<file path="config.mk">
export PLATFORM = sky130hd
export DESIGN_NAME = parity_accum
export DESIGN_NICKNAME = d
export VERILOG_FILES = /design/src/rtl/parity_accum.sv
export SDC_FILE = /design/constraint.sdc
export NUM_CORES = 1
export LEC_CHECK = 0
export ABC_AREA = 1
export CAP_MARGIN = 0
export CORE_MARGIN = 5
export CORE_UTILIZATION = 42
export CTS_BUF_LIST = sky130_fd_sc_hd__clkbuf_2
export DETAILED_ROUTE_END_ITERATION = 8
export PLACE_DENSITY = 0.83
export SLEW_MARGIN = 20
export SYNTH_ARGS = -nofsm -noshare
export SYNTH_HDL_FRONTEND = slang
export SYNTH_SLANG_ARGS = --single-unit
</file>
<file path="constraint.sdc">
create_clock -name clk -period 1.3 [get_ports clk]
set_input_delay 0.195 -clock clk [delete_from_list [all_inputs] [get_ports clk]]
set_output_delay 0.195 -clock clk [all_outputs]
set_load 0.02 [all_outputs]
</file>
<file path="src/rtl/parity_accum.sv">
// rtl/parity_accum.sv - streaming word/frame parity accumulator with frame check
// Frame position lives only in count_q; IDLE/ACTIVE are decoded from it.
module parity_accum #(
    parameter int WIDTH     = 8,
    parameter int FRAME_LEN = 4,
    parameter int ODD       = 0
) (
    input  logic                   clk,
    input  logic                   reset,
    input  logic                   valid,
    input  logic [WIDTH-1:0]       data,
    input  logic                   chk,
    input  logic                   clear,
    output logic                   y,
    output logic                   frame_par,
    output logic                   done,
    output logic                   err,
    output logic                   err_sticky,
    output logic [((FRAME_LEN > 1) ? $clog2(FRAME_LEN) : 1)-1:0] count
);

    localparam int CW = (FRAME_LEN > 1) ? $clog2(FRAME_LEN) : 1;
    localparam logic [CW-1:0] LAST_IDX = CW'(FRAME_LEN - 1);
    localparam logic ODD_BIT = (ODD != 0);

    typedef enum logic {
        S_IDLE,
        S_ACTIVE
    } state_e;

    state_e        state;
    logic          word_xor;
    logic          last_word;
    logic          acc_base;
    logic          frame_sum;

    logic          y_q, y_d;
    logic          frame_par_q, frame_par_d;
    logic          done_q, done_d;
    logic          err_q, err_d;
    logic          err_sticky_q, err_sticky_d;
    logic          acc_q, acc_d;
    logic [CW-1:0] count_q, count_d;

    always_comb begin
        state = (count_q == '0) ? S_IDLE : S_ACTIVE;
    end

    assign word_xor  = ^data;
    assign last_word = (count_q == LAST_IDX);

    // A word landing in IDLE always opens a fresh frame, so it never folds in acc_q.
    assign acc_base  = (state == S_IDLE) ? 1'b0 : acc_q;
    assign frame_sum = acc_base ^ word_xor;

    always_comb begin
        y_d          = y_q;
        frame_par_d  = frame_par_q;
        done_d       = 1'b0;
        err_d        = 1'b0;
        acc_d        = acc_q;
        count_d      = count_q;
        err_sticky_d = err_sticky_q;

        if (valid) begin
            y_d = word_xor ^ ODD_BIT;
            if (last_word) begin
                frame_par_d = frame_sum ^ ODD_BIT;
                done_d      = 1'b1;
                err_d       = (frame_sum ^ ODD_BIT) != chk;
                acc_d       = 1'b0;
                count_d     = '0;
            end else begin
                acc_d   = frame_sum;
                count_d = count_q + CW'(1);
            end
        end

        // A fresh error outranks a same-cycle clear.
        if (err_d) begin
            err_sticky_d = 1'b1;
        end else if (clear) begin
            err_sticky_d = 1'b0;
        end
    end

    always_ff @(posedge clk) begin
        if (reset) begin
            y_q          <= 1'b0;
            frame_par_q  <= 1'b0;
            done_q       <= 1'b0;
            err_q        <= 1'b0;
            err_sticky_q <= 1'b0;
            acc_q        <= 1'b0;
            count_q      <= '0;
        end else begin
            y_q          <= y_d;
            frame_par_q  <= frame_par_d;
            done_q       <= done_d;
            err_q        <= err_d;
            err_sticky_q <= err_sticky_d;
            acc_q        <= acc_d;
            count_q      <= count_d;
        end
    end

    assign y          = y_q;
    assign frame_par  = frame_par_q;
    assign done       = done_q;
    assign err        = err_q;
    assign err_sticky = err_sticky_q;
    assign count      = count_q;

endmodule
</file>
==> key figures, run 1 <==
Finish
  – Multi-input gate area: between 300 and 400 sq um
  – Final core utilization: between 60% and 70%
  – Commonest non-fill, non-tap cell in the layout: nand2_1
  – Final net count: between 100 and 150
  – Final Cell Area: around 860 sq um
  – Fillers: around 130
  – Share of layout cells above drive strength 1: between 20% and 30%
  – Finished Layout Cells: roughly 140
  – Area grow syn2layout: 41.4%
  – Commonest cells after routing, fill and taps aside: 38 x nand2_1, 17 x inv_1, 15 x dlygate4sd2_1
  – Ant. Diodes: 0
  – FF/Latch Area: 163 sq um

Setup path
  – CP Launch Type: register
  – Crit path DAT: 1.34 ns
  – Crit path kind: reg -> reg
  – Reg2reg start: count[0]
  – Setup crit end kind: register
  – CP Depth: 9
  – CP most frequent cell: inv_1
  – Critical path endpoint: frame_par
  – Reg2reg setup slack: about 0.099 ns
  – Buf/Inv on CP: 3
  – Crit path from: count[0]
  – Critical path's top delay family: flip-flops
  – Worst EP required: approximately 1.4 ns
  – Reg2reg end: frame_par
  – Slowest CP cell: dfxtp_2
  – Crit-path max cell delay: roughly 0.36 ns
  – R2R cell count: 9
  – CP Max Fanout: 5
  – Critical path, cell by cell: inv_1 -> ha_2 -> nor2_4 -> buf_6 -> nand2_4 -> nand2_2 -> nand3_2 -> nand2_1 -> inv_1

Routing
  – Final WL: between 1000 and 1500 um
  – Via count: between 600 and 700
  – Drt via density: between 4 and 5
  – Drt initial violations: 3
  – DR DRC count: 0
  – DR WL/cell: 9.75 um
  – Drt first pass iters: 4
  – Routed Antenna Nets: 0

Global route
  – Initial antenna violation count: 0
  – Vias in the first global route: roughly 550
  – Largest net degree at the start of global routing: 7
  – First-pass GRT wire length: 2060 um
  – GRT overflow: 0
  – All-layer global routing usage: between 10% and 20%

Run
  – Number of max-cap violations: 0

Placed design
  – Buffers on Ports: 19
  – Placed cell count: ~130
  – Dpl cell area: approximately 850 sq um
  – Hpwl dp: 1150 um
  – GPL Wtd Cong: between 0.7 and 0.8

Clock tree
  – Clock root buffer: clkbuf_2
  – Worst skew pair latency: between 0.2 and 0.25 ns
  – TritonCTS clock tree: done
  – CTS Hold Bufs: 0
  – Total CTS buffers: 3
  – Clock transition at the registers of the reported paths: roughly 0.08 ns
  – Clk buf depth: 2
  – H-tree depth: 1
  – Setup Buffers After CTS: 0
  – # clock sinks: 8

STA
  – Layout Skew: just over 0.004 ns
  – Endpoints failing setup: 0
  – Fin. Hold Viols: 0
  – Worst Tran Pin Value: ~0.26 ns
  – Slew HR: about 82%
  – Final worst-path cycle share: between 90 and 100%
  – Final min period: 1.20 ns
  – Final Max Slew Viols: 0
  – Hold WS: about 0.47 ns
  – Max Freq: roughly 0.83 GHz

Die
  – Die area: 0.00231 sq mm
  – Core Area: between 0.001 and 0.0015 sq mm
  – Initial Utilization: 45.6%
  – I/O pin count: 20
  – Rows: 13
  – Die width: slightly below 50 um
  – Die height: ~48 um

Synthesis
  – Mapped Cells: 95
  – Avg Cell Area, Syn: about 6.4 sq um
  – Seq/Total Area, Yosys: between 20% and 30%
  – Netlist cell types: 16
  – Ys flop type: dfxtp_1
  – Ys async rst share: 0%
  – Post-synth EDFFs: 0
  – Synth Cell Area: approximately 600 sq um
  – Yosys reg bits: 8
  – Post-Syn Nets: 110
  – Ys Warns: 0

Min path
  – Hold Path Class: reg -> reg

Outcome
  – Status: complete, no violations

Power and ir drop
  – Pleak: between 0.5 and 0.6 nW
  – Worst ir drop on vdd: a little under 700 uV
  – Power per Cell Area: ~740 mW/mm^2
synth_stat cells (2+ instances only):
master   instances  area share, %
inv_1           18             11
nand3_2          5            8.2
ha_1             2            4.1
dfxtp_1          8             26
nand2_1         38             23
nand2_4          4            7.4
nor2_1           6            3.7
a21oi_1          2            1.6
nand2_2          4            4.1
o21ai_0          2            1.6
layout make-up:
type / count / area share (%)
tap: 15 / 2.18
inverter: 19 / 8.30
clock buffer: 3 / 1.75
multi-input combinational: 68 / 45.0
timing repair buffer: 23 / 23.9
sequential: 8 / 18.9
where the power goes:
part           internal (mW)  switching [mW]  total [mW]
Sequential             0.258         0.00747       0.266
Clock                 0.0630          0.0869       0.150
Combinational         0.0961           0.128       0.224
sequential cells by signal (all words and copies together) (netlist names):
name,count
count,2
acc_q,1
done,1
err,1
err_sticky,1
frame_par,1
y,1
stage by stage:
stage	TNS, ns	setup WS [ns]	total power, mW
floorplan	0	0.00290	0.412
global placement	-0.919	-0.202	0.497
detailed placement	-1.33	-0.306	0.507
CTS	0	0.0589	0.641
global route	-0.000439	-0.000439	0.686
finish	0	0.0991	0.640
timing repair:
item                                    in CTS  in global routing
gates resized for setup                     15                  4
endpoints found under the setup margin      10                  3
pin swaps                                    1                  1
cloned                                       0                  0
logic make-up (layout without fill, tap and decap cells):
kind of cell | after synthesis | in the layout | share of synthesized area [%]
compound gates | 6 | 6 | 5.97
fa+ha+maj | 2 | 2 | 4.11
buf+inv | 19 | 45 | 11.7
flops | 8 | 8 | 26.3
simple gates | 60 | 60 | 51.9
worst reg2reg max path, delay by kind of cell (launching register included):
kind	cells	cell delay, ns
flip-flops	1	0.36
buffers and inverters	3	0.19
adder cells (fa/ha/maj)	1	0.19
AND/OR/NAND/NOR	5	0.36
per-layer routing:
| layer | track usage, % | vias up | wire (um) |
|---|---|---|---|
| met3 | 4.51 | 2 | 71 |
| li1 | - | 340 | - |
| met1 | 14.3 | 266 | 579 |
| met4 | 1.61 | 0 | 14 |
| met2 | 23.0 | 13 | 659 |
| met5 | 0 | - | 0 |
worst min path at each step:
stage | cells after the start | endpoint | slack (ns) | startpoint
2_1_floorplan | 1 | acc_q | 0.26 | reset
3_3_place_gp | 1 | count[0] | 0.46 | count[0]
3_5_place_dp | 1 | count[0] | 0.46 | count[0]
4_1_cts | 1 | count[0] | 0.48 | count[0]
5_1_grt | 1 | count[0] | 0.49 | count[0]
6_report | 1 | count[0] | 0.47 | count[0]
Power figures use the tool's default switching activity.
==> inputs of run 2 (changes only) <==
- SLEW_MARGIN: 20 -> 5
==> results of run 2 <==
Final layout, timing and power as in run 1 (identical DEF).
==> inputs of run 3 (changes only) <==
- clock period: 1.3 -> 1.04 ns (I/O delays scaled with it)
==> run 3 against run 2 <==
- critical endpoint is now err_sticky
- sequential cell count did not move
- worst setup slack got worse by 0.21 ns
- total power rose by 32%
- combinational power up 34%
- non-clock buffer count is 2 higher
- the flow now finishes with violations (negative setup slack)
==> key figures, run 3 (synthesis results as in run 1) <==
Outcome
  – Status: finished, violations left
  – Failing checks: negative setup slack

Routing
  – Via count: 657
  – DR WL/cell: 9.91 um
  – Routed Antenna Nets: 0
  – Drt first pass iters: 2
  – Drt initial violations: 3
  – Drt via density: roughly 4.7
  – Final WL: 1380 um
  – DR DRC count: 0

Finish
  – Area grow syn2layout: 45.1%
  – Share of layout cells above drive strength 1: a little over a third
  – Ant. Diodes: 0
  – Number of flip-flops in the largest register: 2
  – Final net count: 140
  – Commonest cells after routing, fill and taps aside: 35 x nand2_1, 15 x inv_1, 8 x dlygate4sd2_1
  – Commonest non-fill, non-tap cell in the layout: nand2_1
  – Finished Layout Cells: around 140
  – Fillers: 126

Global route
  – Largest net degree at the start of global routing: 7
  – Initial antenna violation count: 0
  – Vias in the first global route: roughly 650
  – All-layer global routing usage: between 10% and 20%
  – First-pass GRT wire length: 2300 um
  – GRT overflow: 0

Clock tree
  – # clock sinks: 8
  – Clk buf depth: 2
  – Clock transition at the registers of the reported paths: 0.08 ns
  – Clock root buffer: clkbuf_2
  – Total CTS buffers: 3
  – TritonCTS clock tree: done
  – H-tree depth: 1
  – Worst skew pair latency: between 0.2 and 0.25 ns

Setup path
  – Critical path, cell by cell: inv_2 -> ha_4 -> nor2_4 -> inv_2 -> nand3_4 -> nand3_2 -> nand3_2 -> nand2_1
  – Reg2reg start: count[0]
  – Buf/Inv on CP: 2
  – Crit path from: count[0]
  – Worst EP required: roughly 1.2 ns
  – Setup crit end kind: register
  – Crit-path max cell delay: between 0.3 and 0.4 ns
  – Slowest CP cell: dfxtp_4
  – Reg2reg end: err_sticky
  – R2R cell count: 8
  – CP Launch Type: register
  – Reg2reg setup slack: -0.11 ns
  – Crit path kind: reg -> reg
  – Critical path's top delay family: simple AND/OR/NAND/NOR gates
  – CP Max Fanout: 4
  – Crit path DAT: about 1.3 ns

Power and ir drop
  – Power per Cell Area: between 900 and 1000 mW/mm^2
  – Fraction of power spent switching nets: between 30% and 40%
  – Comb power frac: between 30% and 40%
  – Pleak: ~0.51 nW
  – Flop pwr share: a little under 40%
  – Psw: 289 uW
  – Clock Power Share: roughly 25%
  – Power Internal: about 560 uW
  – Worst ir drop on vdd: 368 uV

Placed design
  – GPL Wtd Cong: ~0.77
  – Buffers on Ports: 19
  – Placed cell count: approximately 130
  – Hpwl dp: approximately 1200 um

Min path
  – Hold Path Class: reg -> reg
  – Hold Path End: acc_q
  – Hold wc startpoint: acc_q
  – Cells on Worst Hold Path: 2

STA
  – Worst Tran Pin Value: 0.216 ns
  – Layout Skew: between 0.007 and 0.008 ns
  – Final Max Slew Viols: 0
  – RSZ-0062 raised after global routing: true
  – Max Freq: 0.871 GHz
  – Endpoints failing setup: 4
  – Setup_tns: -0.324 ns
  – Fin. Hold Viols: 0
  – Final min period: roughly 1.1 ns
  – Slew HR: between 80% and 90%
  – Final worst-path cycle share: 110%
  – Fin worst setup slack: -0.108 ns

Die
  – Core Area: approximately 0.0013 sq mm
  – Die area: about 0.0023 sq mm
  – Initial Utilization: between 40% and 50%
  – Die width: roughly 48 um
  – Die height: between 40 and 50 um
  – I/O pin count: 20
  – Rows: 13

Run
  – Number of max-cap violations: 0
## run 3: timing repair
action | 4_1_cts | 5_1_grt
pin swaps | 4 | 0
buffers inserted | 1 | 0
gates cloned | 0 | 0
hold buffers | 0 | 0
endpoints found under the setup margin | 13 | 13
gates resized for setup | 27 | 10
## run 3: final cells by class
| class | instances | area [sq um] | share of cell area (%) |
|---|---|---|---|
| Sequential cell | 8 | 168 | 19.0 |
| Clock buffer | 4 | 20.0 | 2.27 |
| Tap cell | 15 | 18.8 | 2.13 |
| Inverter | 19 | 73.8 | 8.37 |
| Multi-Input combinational cell | 68 | 407 | 46.1 |
| Timing Repair Buffer | 25 | 195 | 22.1 |
## run 3: power groups by stage
stage	sequential (mW)	clock [mW]	combinational, mW
2_1_floorplan	0.354	0	0.172
3_3_place_gp	0.339	0	0.299
3_5_place_dp	0.340	0	0.312
4_1_cts	0.334	0.219	0.304
5_1_grt	0.336	0.235	0.334
6_report	0.333	0.209	0.301
## run 3: worst reg2reg max path: stages, from the launching register on
cell and delay [ns]:
dfxtp_4 0.37, inv_2 0.04, ha_4 0.15, nor2_4 0.14
inv_2 0.08, nand3_4 0.08, nand3_2 0.08, nand3_2 0.06
nand2_1 0.04
## run 3: how the worst max path moves through the flow
stage                      end  slack [ns]  cells past startpoint
detailed placement  err_sticky       -0.51                     12
global route        err_sticky       -0.19                      8
CTS                 err_sticky       -0.12                      8
floorplan           err_sticky       -0.07                      8
finish              err_sticky       -0.11                      8
global placement    err_sticky       -0.43                     12
## run 3: per-layer routing
layer  vias to the layer above  share of wire (%)  track usage [%]  wire, um
met1                       292                 36             12.2       498
met4                         0                1.0             6.45        14
li1                        347                  -                -         -
met3                         2                6.3             2.26        87
met5                         -                  0                0         0
met2                        16                 56             30.1       776
## run 3: stage by stage
stage	utilization (%)	total power [mW]	instance area, sq um	worst slack (ns)	hold WS [ns]
after detailed placement	66.1	0.652	882	-0.513	0.467
final	66.1	0.844	882	-0.108	0.477
after global placement	66.1	0.637	882	-0.433	0.458
after CTS	67.6	0.857	902	-0.116	0.480
after floorplan	-	0.526	636	-0.0749	0.218
after global routing	66.1	0.905	882	-0.189	0.512
